File: config.mk
export PLATFORM = sky130hd
export DESIGN_NAME = path_trace_frame_scheduler_flat
export DESIGN_NICKNAME = d
export VERILOG_FILES = /design/src/rtl/path_trace_frame_scheduler_if.sv /design/src/rtl/path_trace_frame_scheduler.sv /design/src/flat_wrapper.sv
export SDC_FILE = /design/constraint.sdc
export NUM_CORES = 1
export LEC_CHECK = 0
export CAP_MARGIN = 20
export CORE_MARGIN = 1.5
export CORE_UTILIZATION = 46
export DETAILED_ROUTE_END_ITERATION = 8
export GPL_TIMING_DRIVEN = 1
export PLACE_DENSITY = 0.85
export SETUP_SLACK_MARGIN = 0.2
export SYNTH_ARGS = -nofsm -noshare
export SYNTH_HDL_FRONTEND = slang
export SYNTH_SLANG_ARGS = --single-unit
File: constraint.sdc
create_clock -name clk -period 3.1 [get_ports clk]
set_input_delay 0.62 -clock clk [delete_from_list [all_inputs] [get_ports clk]]
set_output_delay 0.62 -clock clk [all_outputs]
set_load 0.005 [all_outputs]
File: src/rtl/path_trace_frame_scheduler_if.sv
// Pixel-pipe control and framebuffer-write bundle for path_trace_frame_scheduler.
// master = scheduler side, slave = pixel pipe / framebuffer side.
interface path_trace_frame_scheduler_if #(
  parameter int PX_WIDTH      = 9,
  parameter int PY_WIDTH      = 8,
  parameter int BOUNCES_WIDTH = 4,
  parameter int RPP_WIDTH     = 4
);
  typedef struct packed {
    logic [15:0] x;
    logic [15:0] y;
    logic [15:0] z;
  } vec3_t;

  logic                     pix_start;
  logic [PX_WIDTH-1:0]      pix_x;
  logic [PY_WIDTH-1:0]      pix_y;
  logic [BOUNCES_WIDTH-1:0] pix_max_bounces;
  logic                     pix_busy;
  logic                     pix_ray_color_wr_en;
  logic [RPP_WIDTH-1:0]     pix_ray_color_update_ndx;
  vec3_t                    pix_ray_color;

  logic                     fb_wr_en;
  logic [PX_WIDTH-1:0]      fb_x;
  logic [PY_WIDTH-1:0]      fb_y;
  logic [RPP_WIDTH-1:0]     fb_ray_ndx;
  vec3_t                    fb_color;

  modport master (
    output pix_start, pix_x, pix_y, pix_max_bounces,
    input  pix_busy, pix_ray_color_wr_en, pix_ray_color_update_ndx, pix_ray_color,
    output fb_wr_en, fb_x, fb_y, fb_ray_ndx, fb_color
  );

  modport slave (
    input  pix_start, pix_x, pix_y, pix_max_bounces,
    output pix_busy, pix_ray_color_wr_en, pix_ray_color_update_ndx, pix_ray_color,
    input  fb_wr_en, fb_x, fb_y, fb_ray_ndx, fb_color
  );
endinterface

File: src/rtl/path_trace_frame_scheduler.sv
// Raster-order frame sequencer: launches one pixel at a time into path_trace_pixel and forwards its writes.
// Optional macro FRAME_SCHED_PERF_EN adds the frame_cycles / pixel_cycles_max counters.
module path_trace_frame_scheduler #(
  parameter int FRAME_WIDTH   = 320,
  parameter int FRAME_HEIGHT  = 240,
  parameter int PX_WIDTH      = 9,
  parameter int PY_WIDTH      = 8,
  parameter int BOUNCES_WIDTH = 4
) (
  input  logic                     clk,
  input  logic                     rst,
  input  logic                     start,
  input  logic                     abort,
  input  logic [BOUNCES_WIDTH-1:0] max_bounces,
  output logic                     busy,
  output logic                     frame_done,
  output logic                     aborted,
`ifdef FRAME_SCHED_PERF_EN
  output logic [31:0]              frame_cycles,
  output logic [31:0]              pixel_cycles_max,
`endif
  path_trace_frame_scheduler_if.master bus
);
  localparam logic [PX_WIDTH-1:0]      X_LAST = PX_WIDTH'(FRAME_WIDTH - 1);
  localparam logic [PY_WIDTH-1:0]      Y_LAST = PY_WIDTH'(FRAME_HEIGHT - 1);
  localparam logic [PX_WIDTH-1:0]      X_ZERO = {PX_WIDTH{1'b0}};
  localparam logic [PY_WIDTH-1:0]      Y_ZERO = {PY_WIDTH{1'b0}};
  localparam logic [BOUNCES_WIDTH-1:0] B_ZERO = {BOUNCES_WIDTH{1'b0}};

  typedef enum logic [2:0] {
    ST_IDLE    = 3'd0,
    ST_ISSUE   = 3'd1,
    ST_LAUNCH  = 3'd2,
    ST_RUN     = 3'd3,
    ST_ADVANCE = 3'd4
  } state_t;

  state_t state_r;
  logic   last_px_s;

  assign last_px_s = (bus.pix_x == X_LAST) && (bus.pix_y == Y_LAST);

  // Decided inside the ADVANCE cycle itself so busy drops the cycle after the pulse.
  assign frame_done = !rst && (state_r == ST_ADVANCE) && (abort || last_px_s);

  // Frame sequencing FSM with registered control outputs and raster counters.
  always_ff @(posedge clk) begin
    if (rst) begin
      state_r             <= ST_IDLE;
      busy                <= 1'b0;
      aborted             <= 1'b0;
      bus.pix_start       <= 1'b0;
      bus.pix_x           <= X_ZERO;
      bus.pix_y           <= Y_ZERO;
      bus.pix_max_bounces <= B_ZERO;
    end else begin
      bus.pix_start <= 1'b0;
      case (state_r)
        ST_IDLE: begin
          if (start) begin
            state_r             <= ST_ISSUE;
            busy                <= 1'b1;
            aborted             <= 1'b0;
            bus.pix_start       <= 1'b1;
            bus.pix_x           <= X_ZERO;
            bus.pix_y           <= Y_ZERO;
            bus.pix_max_bounces <= max_bounces;
          end
        end
        ST_ISSUE:  state_r <= ST_LAUNCH;
        // The pipe's busy is registered, so it is only trustworthy from RUN onward.
        ST_LAUNCH: state_r <= ST_RUN;
        ST_RUN: begin
          if (!bus.pix_busy) begin
            state_r <= ST_ADVANCE;
          end
        end
        ST_ADVANCE: begin
          if (abort) begin
            state_r <= ST_IDLE;
            busy    <= 1'b0;
            aborted <= 1'b1;
          end else if (last_px_s) begin
            state_r <= ST_IDLE;
            busy    <= 1'b0;
          end else begin
            state_r       <= ST_ISSUE;
            bus.pix_start <= 1'b1;
            if (bus.pix_x == X_LAST) begin
              bus.pix_x <= X_ZERO;
              bus.pix_y <= bus.pix_y + PY_WIDTH'(1'b1);
            end else begin
              bus.pix_x <= bus.pix_x + PX_WIDTH'(1'b1);
            end
          end
        end
        default: begin
          state_r <= ST_IDLE;
          busy    <= 1'b0;
        end
      endcase
    end
  end

  // Framebuffer write forwarding, tagged with the coordinates of the pixel in flight.
  always_ff @(posedge clk) begin
    if (rst) begin
      bus.fb_wr_en   <= 1'b0;
      bus.fb_x       <= X_ZERO;
      bus.fb_y       <= Y_ZERO;
      bus.fb_ray_ndx <= '0;
      bus.fb_color   <= '0;
    end else begin
      bus.fb_wr_en <= bus.pix_ray_color_wr_en;
      if (bus.pix_ray_color_wr_en) begin
        bus.fb_x       <= bus.pix_x;
        bus.fb_y       <= bus.pix_y;
        bus.fb_ray_ndx <= bus.pix_ray_color_update_ndx;
        bus.fb_color   <= bus.pix_ray_color;
      end
    end
  end

`ifdef FRAME_SCHED_PERF_EN
  logic [31:0] pix_cycles_r;

  // Frame busy-cycle counter (saturating) and worst ISSUE..ADVANCE pixel latency.
  always_ff @(posedge clk) begin
    if (rst) begin
      frame_cycles     <= 32'd0;
      pixel_cycles_max <= 32'd0;
      pix_cycles_r     <= 32'd0;
    end else if ((state_r == ST_IDLE) && start) begin
      frame_cycles     <= 32'd0;
      pixel_cycles_max <= 32'd0;
      pix_cycles_r     <= 32'd1;
    end else begin
      if (busy && (frame_cycles != 32'hFFFF_FFFF)) begin
        frame_cycles <= frame_cycles + 32'd1;
      end
      if (state_r == ST_ADVANCE) begin
        if (pix_cycles_r > pixel_cycles_max) begin
          pixel_cycles_max <= pix_cycles_r;
        end
        pix_cycles_r <= 32'd1;
      end else if (busy && (pix_cycles_r != 32'hFFFF_FFFF)) begin
        pix_cycles_r <= pix_cycles_r + 32'd1;
      end
    end
  end
`endif
endmodule

File: src/flat_wrapper.sv
// flat-port wrapper written by rule: the top's interface ports become plain ports
module path_trace_frame_scheduler_flat 
#(
  parameter int FRAME_WIDTH   = 320,
  parameter int FRAME_HEIGHT  = 240,
  parameter int PX_WIDTH      = 9,
  parameter int PY_WIDTH      = 8,
  parameter int BOUNCES_WIDTH = 4
)
  (clk, rst, start, abort, max_bounces, busy, frame_done, aborted, bus_pix_start, bus_pix_x, bus_pix_y, bus_pix_max_bounces, bus_pix_busy, bus_pix_ray_color_wr_en, bus_pix_ray_color_update_ndx, bus_pix_ray_color, bus_fb_wr_en, bus_fb_x, bus_fb_y, bus_fb_ray_ndx, bus_fb_color);
  path_trace_frame_scheduler_if #(.PX_WIDTH(PX_WIDTH), .PY_WIDTH(PY_WIDTH), .BOUNCES_WIDTH(BOUNCES_WIDTH), .RPP_WIDTH((4))) bus_i ();
  input  logic clk;
  input  logic rst;
  input  logic start;
  input  logic abort;
  input  logic [BOUNCES_WIDTH-1:0] max_bounces;
  output logic busy;
  output logic frame_done;
  output logic aborted;
  output wire logic [$bits(bus_i.pix_start)-1:0] bus_pix_start;
  output wire logic [$bits(bus_i.pix_x)-1:0] bus_pix_x;
  output wire logic [$bits(bus_i.pix_y)-1:0] bus_pix_y;
  output wire logic [$bits(bus_i.pix_max_bounces)-1:0] bus_pix_max_bounces;
  input wire logic [$bits(bus_i.pix_busy)-1:0] bus_pix_busy;
  input wire logic [$bits(bus_i.pix_ray_color_wr_en)-1:0] bus_pix_ray_color_wr_en;
  input wire logic [$bits(bus_i.pix_ray_color_update_ndx)-1:0] bus_pix_ray_color_update_ndx;
  input wire logic [$bits(bus_i.pix_ray_color)-1:0] bus_pix_ray_color;
  output wire logic [$bits(bus_i.fb_wr_en)-1:0] bus_fb_wr_en;
  output wire logic [$bits(bus_i.fb_x)-1:0] bus_fb_x;
  output wire logic [$bits(bus_i.fb_y)-1:0] bus_fb_y;
  output wire logic [$bits(bus_i.fb_ray_ndx)-1:0] bus_fb_ray_ndx;
  output wire logic [$bits(bus_i.fb_color)-1:0] bus_fb_color;
  assign bus_pix_start = bus_i.pix_start;
  assign bus_pix_x = bus_i.pix_x;
  assign bus_pix_y = bus_i.pix_y;
  assign bus_pix_max_bounces = bus_i.pix_max_bounces;
  assign bus_i.pix_busy = bus_pix_busy;
  assign bus_i.pix_ray_color_wr_en = bus_pix_ray_color_wr_en;
  assign bus_i.pix_ray_color_update_ndx = bus_pix_ray_color_update_ndx;
  assign bus_i.pix_ray_color = bus_pix_ray_color;
  assign bus_fb_wr_en = bus_i.fb_wr_en;
  assign bus_fb_x = bus_i.fb_x;
  assign bus_fb_y = bus_i.fb_y;
  assign bus_fb_ray_ndx = bus_i.fb_ray_ndx;
  assign bus_fb_color = bus_i.fb_color;
  path_trace_frame_scheduler #(.FRAME_WIDTH(FRAME_WIDTH), .FRAME_HEIGHT(FRAME_HEIGHT), .PX_WIDTH(PX_WIDTH), .PY_WIDTH(PY_WIDTH), .BOUNCES_WIDTH(BOUNCES_WIDTH)) u_core (.clk(clk), .rst(rst), .start(start), .abort(abort), .max_bounces(max_bounces), .busy(busy), .frame_done(frame_done), .aborted(aborted), .bus(bus_i));
endmodule
==> Word-level counts from Yosys, hierarchy flattened <==
Cells that the tools add are included.
Widths: inputs -> output; s select.
{ "classes": {"reduce_logical": 14, "n_eq_ne": 13, "n_bitwise": 1, "add_sub_neg": 2, "mux": 26} }
{ "op_table": {"columns": ["operator", "n"], "rows": [
  ["$mux 9", 4],
  ["$mux 8", 4],
  ["$pmux 9 s2", 1],
  ["$pmux 8 s2", 1],
  ["$pmux 3 s5", 1],
  ["$ne 2x2->1 const B", 5],
  ["$add 9x1->9 const B", 1],
  ["$eq 9x9->1 const B", 1],
  ["$mux 1", 9],
  ["$mux 3", 3],
  ["$add 8x1->8 const B", 1],
  ["$eq 8x8->1 const B", 1],
  ["$eq 3x2->1 const B", 2],
  ["$reduce_and 3->1", 2],
  ["$reduce_and 5->1", 1],
  ["$pmux 1 s2", 2],
  ["$reduce_and 2->1", 2],
  ["$reduce_and 4->1", 1],
  ["$eq 3x1->1 const B", 1],
  ["$eq 3x3->1 const B", 1],
  ["$logic_and 1x1->1", 3],
  ["$logic_not 3->1", 1],
  ["$ne 3x2->1 const B", 1],
  ["$pmux 1 s3", 1],
  ["6 further kinds", 6]
]} }
{ "totals": {"input_bits": 62, "wordCells": 70, "out_inout_bits": 95, "ff_bits": 97} }

==> Depth between registers and ports, before layout <==
{ "logic_depth": {"word_depth": 5, "depth_mapped": 7, "depth_no_buf": 6} }

==> Least setup slack after synthesis <==
Ideal clock, no wire load.
{ "synth_path": {"kind": "flip-flop to output port", "start": "reg u_core.bus.pix_y[0]", "end": "out frame_done", "setup_slack_ps": 1187, "arrival_ps": 1293, "stages_incl_launch_ff": 6, "cell_sequence": "dfxtp_1 -> ha_1 -> nand3_1 -> nor4_1 -> nor2_1 -> nor2_1"} }
{ "synth_via": {"elab_chain_len": 4} }
{ "synth_rtl": {"columns": ["element", "line_no", "text"], "rows": [
  ["from (decl)", "path_trace_frame_scheduler_if.sv:31", "output pix_start, pix_x, pix_y, pix_max_bounces,"],
  ["from (signal assigned)", "path_trace_frame_scheduler.sv:91", "bus.pix_y <= bus.pix_y + PY_WIDTH'(1'b1);"],
  ["$eq 8x8->1", "path_trace_frame_scheduler.sv:41", "assign last_px_s = (bus.pix_x == X_LAST) && (bus.pix_y == Y_LAST);"],
  ["$logic_and 1x1->1", "path_trace_frame_scheduler.sv:41", null],
  ["$logic_or 1x1->1", "path_trace_frame_scheduler.sv:44", "assign frame_done = !rst && (state_r == ST_ADVANCE) && (abort || last_px_s);"],
  ["$logic_and 1x1->1", "path_trace_frame_scheduler.sv:44", null],
  ["to (decl)", "flat_wrapper.sv:18", "output logic frame_done;"]
]} }
No other way between the ends.

==> Final worst setup path <==
Ends and elaborated chain as after synthesis.

==> metrics <==
synthesized area 3820 um^2; register bit count reported by yosys 97; Final Hold Vio Count 0; post-synth cell types 42; critical path launch point type register; CP required 2.48 ns; total nets after synthesis about 460; vias in the first global route between 3,000 and 4,000; largest net degree at the start of global routing 92; Via Count roughly 3,300; Reg power frac around 54%; post-CTS setup buffers 0; Initial Util around 47%; final std cells w/o fill ~650; synth warn 0; clock slew at reported path FFs around 0.090 ns; placed cells between 600 and 700; Die Y between 90 and 100 um; status complete, no violations; Hold Path Class reg2reg; routed vias/inst 5.09; Clk pwr share between 30% and 40%; Final period util 90.9%; post-route minimum period roughly 2.8 ns; first-pass GRT wire length between 15 and 20 mm; Port-buffer cells approximately 160; leak pwr 2.24 nW; Total Routing Usage GR between 20% and 30%; Wirelength per Cell 14.8 um; core area 8130 um^2; final wirelength 9.64 mm; Layout Utilization between 60 and 70%; Final Skew 0.0106 ns; GRT overflow 0; most frequent cells in the layout clkdlybuf4s50_1 (154), dfxtp_1 (93), nor2_1 (87), mux2i_1 (70), a21oi_1 (21); Fillers about 620; VDD IR-drop max about 260 uV; area grow syn2layout 48.2%; row cnt 33; nets between 600 and 700; Pwr Density around 430 nW/um^2; clock root cell clkbuf_8; Primary FF master, synth dfxtp_1; Clock Path Buffers 2; TritonCTS clock tree built; cts bufs inserted 9; post-route cell area 5660 um^2; RSZ-0062 raised after global routing false; IO Pins 157; post-synthesis cell count 391; worst hold slack between 0.4 and 0.5 ns; max-cap violations 0; FMAX between 300 and 400 MHz; Reg2Reg Depth 6; Setup TNS 0 ns; Clock Latency Late Sink roughly 0.36 ns; Die ar. around 9000 um^2; crit path DAT ~2.2 ns; hold path depth 2; Die W between 90 and 100 um; Least-Margin Pin Slew ~0.91 ns; Detail Route Antenna Nets 0; initial drt markers ~120; Diodes inserted 0; Seq/Total Area, Yosys between 50 and 60%; NetSw roughly 0.64 mW; Setup Viol. Count Final 0; Synth Area per Inst 9.78 um^2; Post-synth EDFFs 0; post-detail-place hpwl 6.93 mm; Final Wtd Congestion 0.829; commonest non-fill, non-tap cell in the layout clkdlybuf4s50_1; Net Sw Frac between 20% and 30%; Worst Setup End Kind output pin; worst-path maximum fanout 6; Max Slew Vio Count 0; number of H-tree levels 3; dpl cell area 5450 um^2; Logic pwr share approximately 14%; Residual DRC 0; share of layout cells above drive strength 1 between 8 and 9%; CTS sink cnt 97; Initial DRT Pass Iterations 4; critical path class reg2out; slew margin rel. roughly two fifths; initial antenna violation count 0; ys async rst share 0%; internal power between 1.5 and 2 mW
## path summary, 6_finish.rpt
kind / startpoint / endpoint / slack, ns
min: u_core.bus.pix_max_bounces[0] / u_core.bus.pix_max_bounces[0] / 0.46
min reg2reg: u_core.bus.pix_max_bounces[0] / u_core.bus.pix_max_bounces[0] / 0.46
max: u_core.bus.pix_y[0] / frame_done / 0.28
max reg2reg: u_core.bus.pix_y[0] / u_core.bus.pix_x[1] / 1.06
## synthesized netlist by cell type (all sizes together), types with 2 or more instances
cell type,number,area share (%)
a21oi,22,3.2
a31oi,3,0.49
buf,18,2.3
clkbuf,6,0.59
dfxtp,97,51
ha,2,0.65
inv,2,0.20
mux2i,70,18
nand2,20,2.0
nand2b,2,0.33
nand3,9,1.2
nand3b,3,0.59
nand4,2,0.72
nor2,89,8.9
nor3,5,0.65
nor4,5,0.82
nor4b,2,1.2
o21ai,10,1.3
o31ai,3,0.59
or3,2,0.33
xnor2,3,0.69
xor2,2,0.46
## stage by stage
stage	setup WS, ns	power [mW]
finish	0.282	2.46
global route	0.191	2.57
CTS	0.207	2.49
detailed placement	0.493	1.73
global placement	0.540	1.71
floorplan	1.19	1.52
## metal layers
metal	track usage, %	part of all wire (%)	up-vias
li1	-	-	1642
met1	25.7	42	1545
met2	37.1	50	109
met3	5.34	5.9	16
met4	8.71	1.7	0
met5	0	0	-
## critical path, stage by stage, from the launching register on
cell and delay (ns):
dfxtp_2 0.39, ha_2 0.23, nand3_2 0.17, nor4_4 0.33, nor2_1 0.06, nor2_1 0.13
clkdlybuf4s50_1 0.52
## cell families after synthesis
| kind of cell | share of synthesized area (%) |
|---|---|
| compound gates | 7.07 |
| xor+xnor | 1.15 |
| fa+ha+maj | 0.655 |
| buf+inv | 3.11 |
| flops | 50.8 |
| mux | 18.3 |
| simple gates | 18.9 |
## repair_timing
action | 4_1_cts | 5_1_grt
gates resized for setup | 4 | 5
hold buffers | 0 | 0
endpoints found under the setup margin | 1 | 1
pin swaps | 0 | 0
## flip-flops by register name, summed over array words and instances (netlist names)
name / cells
u_core.bus.pix_y: 8
u_core.bus.fb_x: 9
u_core.bus.pix_start: 1
u_core.state_r: 3
u_core.bus.fb_color: 48
u_core.aborted: 1
u_core.bus.fb_ray_ndx: 4
u_core.bus.fb_y: 8
u_core.busy: 1
u_core.bus.pix_max_bounces: 4
u_core.bus.fb_wr_en: 1
u_core.bus.pix_x: 9
## cell type report
type	count	area (um^2)	area share, %
inverters	2	7.51	0.133
clock buffers	9	124	2.19
well taps	105	131	2.32
flip-flops and latches	97	1950	34.4
multi-input cells	268	1790	31.5
repair buffers	163	1610	28.4
clock inverters	7	61.3	1.08
## power groups by stage
| stage | clock [mW] | sequential (mW) | combinational, mW |
|---|---|---|---|
| after global routing | 0.839 | 1.35 | 0.388 |
| after detailed placement | 0 | 1.37 | 0.359 |
| final | 0.768 | 1.34 | 0.357 |
| after floorplan | 0 | 1.36 | 0.160 |
| after CTS | 0.794 | 1.34 | 0.361 |
| after global placement | 0 | 1.36 | 0.350 |
Power figures use the tool's default switching activity.
